**config.mk**
```make
export PLATFORM = sky130hd
export DESIGN_NAME = boot_sequencer
export DESIGN_NICKNAME = d
export VERILOG_FILES = /design/src/rtl/boot_sequencer.sv
export SDC_FILE = /design/constraint.sdc
export NUM_CORES = 1
export LEC_CHECK = 0
export CORE_MARGIN = 3
export CORE_UTILIZATION = 23
export DETAILED_ROUTE_END_ITERATION = 7
export PLACE_DENSITY = 0.63
export SYNTH_ARGS = -nofsm -noshare
export SYNTH_HDL_FRONTEND = slang
export SYNTH_SLANG_ARGS = --single-unit
```
**constraint.sdc**
```tcl
create_clock -name clk -period 3.8 [get_ports clk]
set_input_delay 1.14 -clock clk [delete_from_list [all_inputs] [get_ports clk]]
set_output_delay 1.14 -clock clk [all_outputs]
set_load 0.1 [all_outputs]
```
**src/rtl/boot_sequencer.sv**
```systemverilog
// Core bring-up: clear the register file, stream a program into imem, release the core.
// Define BOOT_CHECKSUM_EN to require a trailing XOR checksum word before release.
module boot_sequencer #(
    parameter int XLEN           = 64,
    parameter int IMEM_DEPTH     = 64,
    parameter int IMEM_AW        = $clog2(IMEM_DEPTH),
    parameter int RELEASE_CYCLES = 2
) (
    input  logic               clk,
    input  logic               rst,
    input  logic               restart,
    input  logic               in_valid,
    output logic               in_ready,
    input  logic [31:0]        in_data,
    input  logic               in_last,
    output logic               rf_we,
    output logic [4:0]         rf_waddr,
    output logic [XLEN-1:0]    rf_wdata,
    output logic               imem_we,
    output logic [IMEM_AW-1:0] imem_waddr,
    output logic [31:0]        imem_wdata,
    output logic               core_rstn,
    output logic               done,
    output logic               overflow,
    output logic [IMEM_AW:0]   words_loaded,
    output logic               err
);

`ifdef BOOT_CHECKSUM_EN
    typedef enum logic [2:0] {
        S_CLEAR, S_LOAD, S_CHECK, S_RELEASE, S_RUN, S_ERR
    } state_t;
    localparam state_t S_AFTER_LOAD = S_CHECK;
    localparam logic   KEEP_READY   = 1'b1;
`else
    typedef enum logic [1:0] {
        S_CLEAR, S_LOAD, S_RELEASE, S_RUN
    } state_t;
    localparam state_t S_AFTER_LOAD = S_RELEASE;
    localparam logic   KEEP_READY   = 1'b0;
`endif

    localparam int RW = $clog2(RELEASE_CYCLES + 1);
    localparam logic [IMEM_AW:0] LP_LAST = (IMEM_AW + 1)'(IMEM_DEPTH - 1);
    localparam logic [RW-1:0] LP_REL_END = RW'(RELEASE_CYCLES - 1);

    state_t              r_state;
    logic [4:0]          r_clr_cnt;
    logic [RW-1:0]       r_rel_cnt;
    logic                r_in_ready;
    logic                r_rf_we;
    logic [4:0]          r_rf_waddr;
    logic [XLEN-1:0]     r_rf_wdata;
    logic                r_imem_we;
    logic [IMEM_AW-1:0]  r_imem_waddr;
    logic [31:0]         r_imem_wdata;
    logic                r_core_rstn;
    logic                r_done;
    logic                r_overflow;
    logic [IMEM_AW:0]    r_words_loaded;
`ifdef BOOT_CHECKSUM_EN
    logic                r_err;
    logic [31:0]         r_csum;
`endif

    logic w_xfer;
    assign w_xfer = in_valid & r_in_ready;

    always_ff @(posedge clk) begin
        if (rst || restart) begin
            r_state        <= S_CLEAR;
            r_clr_cnt      <= '0;
            r_rel_cnt      <= '0;
            r_in_ready     <= 1'b0;
            r_rf_we        <= 1'b0;
            r_rf_waddr     <= '0;
            r_rf_wdata     <= '0;
            r_imem_we      <= 1'b0;
            r_imem_waddr   <= '0;
            r_imem_wdata   <= '0;
            r_core_rstn    <= 1'b0;
            r_done         <= 1'b0;
            r_overflow     <= 1'b0;
            r_words_loaded <= '0;
`ifdef BOOT_CHECKSUM_EN
            r_err          <= 1'b0;
            r_csum         <= '0;
`endif
        end else begin
            r_rf_we   <= 1'b0;
            r_imem_we <= 1'b0;
            unique case (r_state)
                S_CLEAR: begin
                    r_rf_we    <= 1'b1;
                    r_rf_waddr <= r_clr_cnt;
                    r_clr_cnt  <= r_clr_cnt + 5'd1;
                    if (r_clr_cnt == 5'd31)
                        r_state <= S_LOAD;
                end
                S_LOAD: begin
                    r_in_ready <= 1'b1;
                    if (w_xfer) begin
                        r_imem_we      <= 1'b1;
                        r_imem_waddr   <= r_words_loaded[IMEM_AW-1:0];
                        r_imem_wdata   <= in_data;
                        r_words_loaded <= r_words_loaded + 1'b1;
`ifdef BOOT_CHECKSUM_EN
                        r_csum         <= r_csum ^ in_data;
`endif
                        // A last word landing in the final slot is not an overflow.
                        if (in_last || r_words_loaded == LP_LAST) begin
                            r_overflow <= !in_last;
                            r_in_ready <= KEEP_READY;
                            r_state    <= S_AFTER_LOAD;
                            r_rel_cnt  <= '0;
                        end
                    end
                end
`ifdef BOOT_CHECKSUM_EN
                S_CHECK: begin
                    if (w_xfer) begin
                        r_in_ready <= 1'b0;
                        if (in_data == r_csum) begin
                            r_state <= S_RELEASE;
                        end else begin
                            r_state <= S_ERR;
                            r_err   <= 1'b1;
                        end
                    end
                end
`endif
                S_RELEASE: begin
                    r_rel_cnt <= r_rel_cnt + 1'b1;
                    if (r_rel_cnt == LP_REL_END) begin
                        r_state     <= S_RUN;
                        r_core_rstn <= 1'b1;
                        r_done      <= 1'b1;
                    end
                end
                default: ;
            endcase
        end
    end

    assign in_ready     = r_in_ready;
    assign rf_we        = r_rf_we;
    assign rf_waddr     = r_rf_waddr;
    assign rf_wdata     = r_rf_wdata;
    assign imem_we      = r_imem_we;
    assign imem_waddr   = r_imem_waddr;
    assign imem_wdata   = r_imem_wdata;
    assign core_rstn    = r_core_rstn;
    assign done         = r_done;
    assign overflow     = r_overflow;
    assign words_loaded = r_words_loaded;
`ifdef BOOT_CHECKSUM_EN
    assign err          = r_err;
`else
    assign err          = 1'b0;
`endif

endmodule

```
==> impl_metrics.yaml <==
status:
  status: "finished, final reports clean"
grt:
  busiest_layer: "met2"
  grt_max_degree: 46
  grt_pass1_vias: 2220
  grt_pass1_wl_mm: 10.76
  grt_remaining_overflow: 0
  use_met2_pct: 15.90
  antenna_found_initial: 0
  grt_util_met1_pct: 10.45
  grt_use_met3_pct: 5.223
  track_usage_pct: 9.391
cells_and_area:
  fin_area_um2: 3951
  area_growth_pct: 33.64
  fin_util_pct: 32.09
  drive_gt1_share_pct: 18.06
  fin_nets: 484
  multiInputGateArea_um2: 1316
  num_antenna_cells: 0
  most-common-layout-cells: "nand2_1 (88), conb_1 (65), dfxtp_1 (64)"
  regArea_um2: 1281
  nFillCells: 1320
  final_common_cell: "nand2_1"
timing:
  fmax_ghz: 0.3844
  drv_slew: 0
  relSlewSlack_pct: 40.30
  timing.final.crit_share_pct: 68.46
  holdWs_ns: 0.4570
  finalSetupViolCount: 0
  fin_setup_tns_ns: 0
  rsz0062_at_grt: "no"
  final_hold_viol_count: 0
  fin_crit_ns: 2.602
  tightest_slew_ns: 0.8955
  skew_ns: 0.005691
routing:
  drt_wl_total_mm: 6.841
  wl_per_cell_um: 11.20
  drc: 0
  vias: 2337
  first_pass_iters: 4
  via_per_inst: 3.825
  drt_iter0_drc: 84
  postRouteAntennaNets: 0
pwr:
  switching_share_pct: 30.52
  p_int_mw: 1.316
  power.share.sequential_pct: 35.7
  p_sw_uw: 577.8
  combPwrFrac_pct: 18.1
  clkPwrFrac_pct: 46.2
  leakage_nw: 1.663
  power.density_nw_per_um2: 479.2
  vdd_drop_max_mv: 0.2142
clocking:
  cts_resized: 0
  cts_root_buf: "clkbuf_16"
  cts_setup_buffers: 0
  clk-insertion-delay-late_ns: 0.32
  clk_pin_slew_worst_paths_ns: 0.05
  clock-sinks: 64
  cts_made_buffers: 9
  cts-hold-fix-buffers: 0
  cts_max_level: 3
  cts_buffer_depth: 2
  cts_tree: "done"
flow_run:
  maxCapViolations: 0
synthesis:
  ys_warn_count: 0
  synth.distinct_cells: 30
  synth_cells: 352
  ys_ff_latch: 64
  synth.avg_cell_area_um2: 8.399
  syn_area_um2: 2957
  seq_area_frac_synth_pct: 43.33
min_path:
  hold_class: "flip-flop to flip-flop"
  hold_path_depth: 2
setup_path:
  crit_required_ns: 4.03
  r2r_cells: 6
  crit_path_end_kind: "flip-flop"
  critPathArrivalTime_ns: 2.84
  start_kind: "input pin"
  critPathKind: "input pin to flip-flop"
  crit_fanout: 33
floorplan:
  die_w_um: 119.4
  pin_count: 158
  start_util_pct: 24.01
  die-height_um: 119.4
  rows: 40
  fp.dieArea_um2: 14250
  core_area_um2: 12310
place:
  portBuffers: 92
  dp_hpwl_mm: 5.038
  gp_routability_congestion: 0.7047
  place_area_um2: 3630
power groups by stage:
stage / Sequential (mW) / Combinational (mW) / Clock [mW]
final: 0.675 / 0.343 / 0.875
after global routing: 0.675 / 0.351 / 0.941
after CTS: 0.675 / 0.342 / 0.908
after detailed placement: 0.689 / 0.342 / 0
after global placement: 0.689 / 0.342 / 0
after floorplan: 0.696 / 0.343 / 0
stage by stage:
stage,setup WS [ns],cells,total power [mW]
after floorplan,1.286,416,1.040
after global placement,0.9222,596,1.031
after detailed placement,0.8510,596,1.031
after CTS,1.181,611,1.926
after global routing,1.049,611,1.968
final,1.198,611,1.893
critical path, cell delays in order:
cell and delay, ns:
clkdlybuf4s50_1 0.53, and3_2 0.63, buf_4 0.32, nand2_1 0.08
a21oi_1 0.12
synth_stat cells:
master	instances	share of area [%]
o21ai_0	2	0.34
mux2i_1	10	3.4
ha_1	8	3.4
nand3b_1	2	0.51
or3_1	1	0.21
nand2_2	1	0.21
a21oi_1	42	7.1
xnor2_1	3	0.89
o211a_1	1	0.34
a221oi_1	1	0.30
nand3b_2	1	0.38
buf_4	71	18
and2_1	1	0.21
dfxtp_1	64	43
a211oi_1	1	0.25
conb_1	1	0.13
nand3_1	1	0.17
nor2_1	20	2.5
xor2_1	5	1.5
nand2_1	88	11
nor3_1	1	0.17
inv_1	5	0.63
nand4_1	2	0.42
buf_2	3	0.51
o311ai_4	1	0.89
a32o_1	1	0.34
and3_1	3	0.63
or2_2	1	0.21
clkbuf_1	9	1.1
nand3_2	2	0.68
area by class of cell:
| cell class | instances | share of cell area (%) |
|---|---|---|
| Clock inverter | 3 | 1.647 |
| Sequential cell | 64 | 32.43 |
| Multi-Input combinational cell | 264 | 33.31 |
| Inverter | 5 | 0.4750 |
| Timing Repair Buffer | 95 | 20.33 |
| Clock buffer | 12 | 6.491 |
| Tap cell | 168 | 5.320 |
cells by family (layout without fill, tap and decap cells):
| group | after synthesis | after routing | synth area share [%] |
|---|---|---|---|
| multiplexers | 10 | 10 | 3.386 |
| other | 1 | 65 | 0.1268 |
| flip-flops | 64 | 64 | 43.33 |
| AO/OA/AOI/OAI | 49 | 49 | 9.564 |
| buffers and inverters | 88 | 115 | 20.31 |
| adder cells (fa/ha/maj) | 8 | 8 | 3.386 |
| AND/OR/NAND/NOR | 124 | 124 | 17.52 |
| XOR/XNOR | 8 | 8 | 2.370 |
per-layer routing:
metal	vias to the layer above	wire, um
li1	1172	-
met3	4	576
met4	0	31
met1	1069	2867
met5	-	0
met2	92	3367
flip-flops by register name, summed over array words and instances, names as in the netlist:
| name | count |
|---|---|
| done | 1 |
| r_state | 2 |
| rf_waddr | 5 |
| r_rel_cnt | 2 |
| overflow | 1 |
| r_clr_cnt | 5 |
| imem_wdata | 32 |
| imem_waddr | 6 |
| imem_we | 1 |
| words_loaded | 7 |
| rf_we | 1 |
| in_ready | 1 |
worst paths after layout:
| path | startpoint | slack, ns | to |
|---|---|---|---|
| min reg2reg | imem_wdata[15] | 0.46 | imem_wdata[15] |
| max | in_valid | 1.20 | imem_wdata[7] |
| max reg2reg | r_state[1] | 1.83 | imem_wdata[7] |
| min | imem_wdata[15] | 0.46 | imem_wdata[15] |
Note: power is estimated with default switching activity, not from simulation.
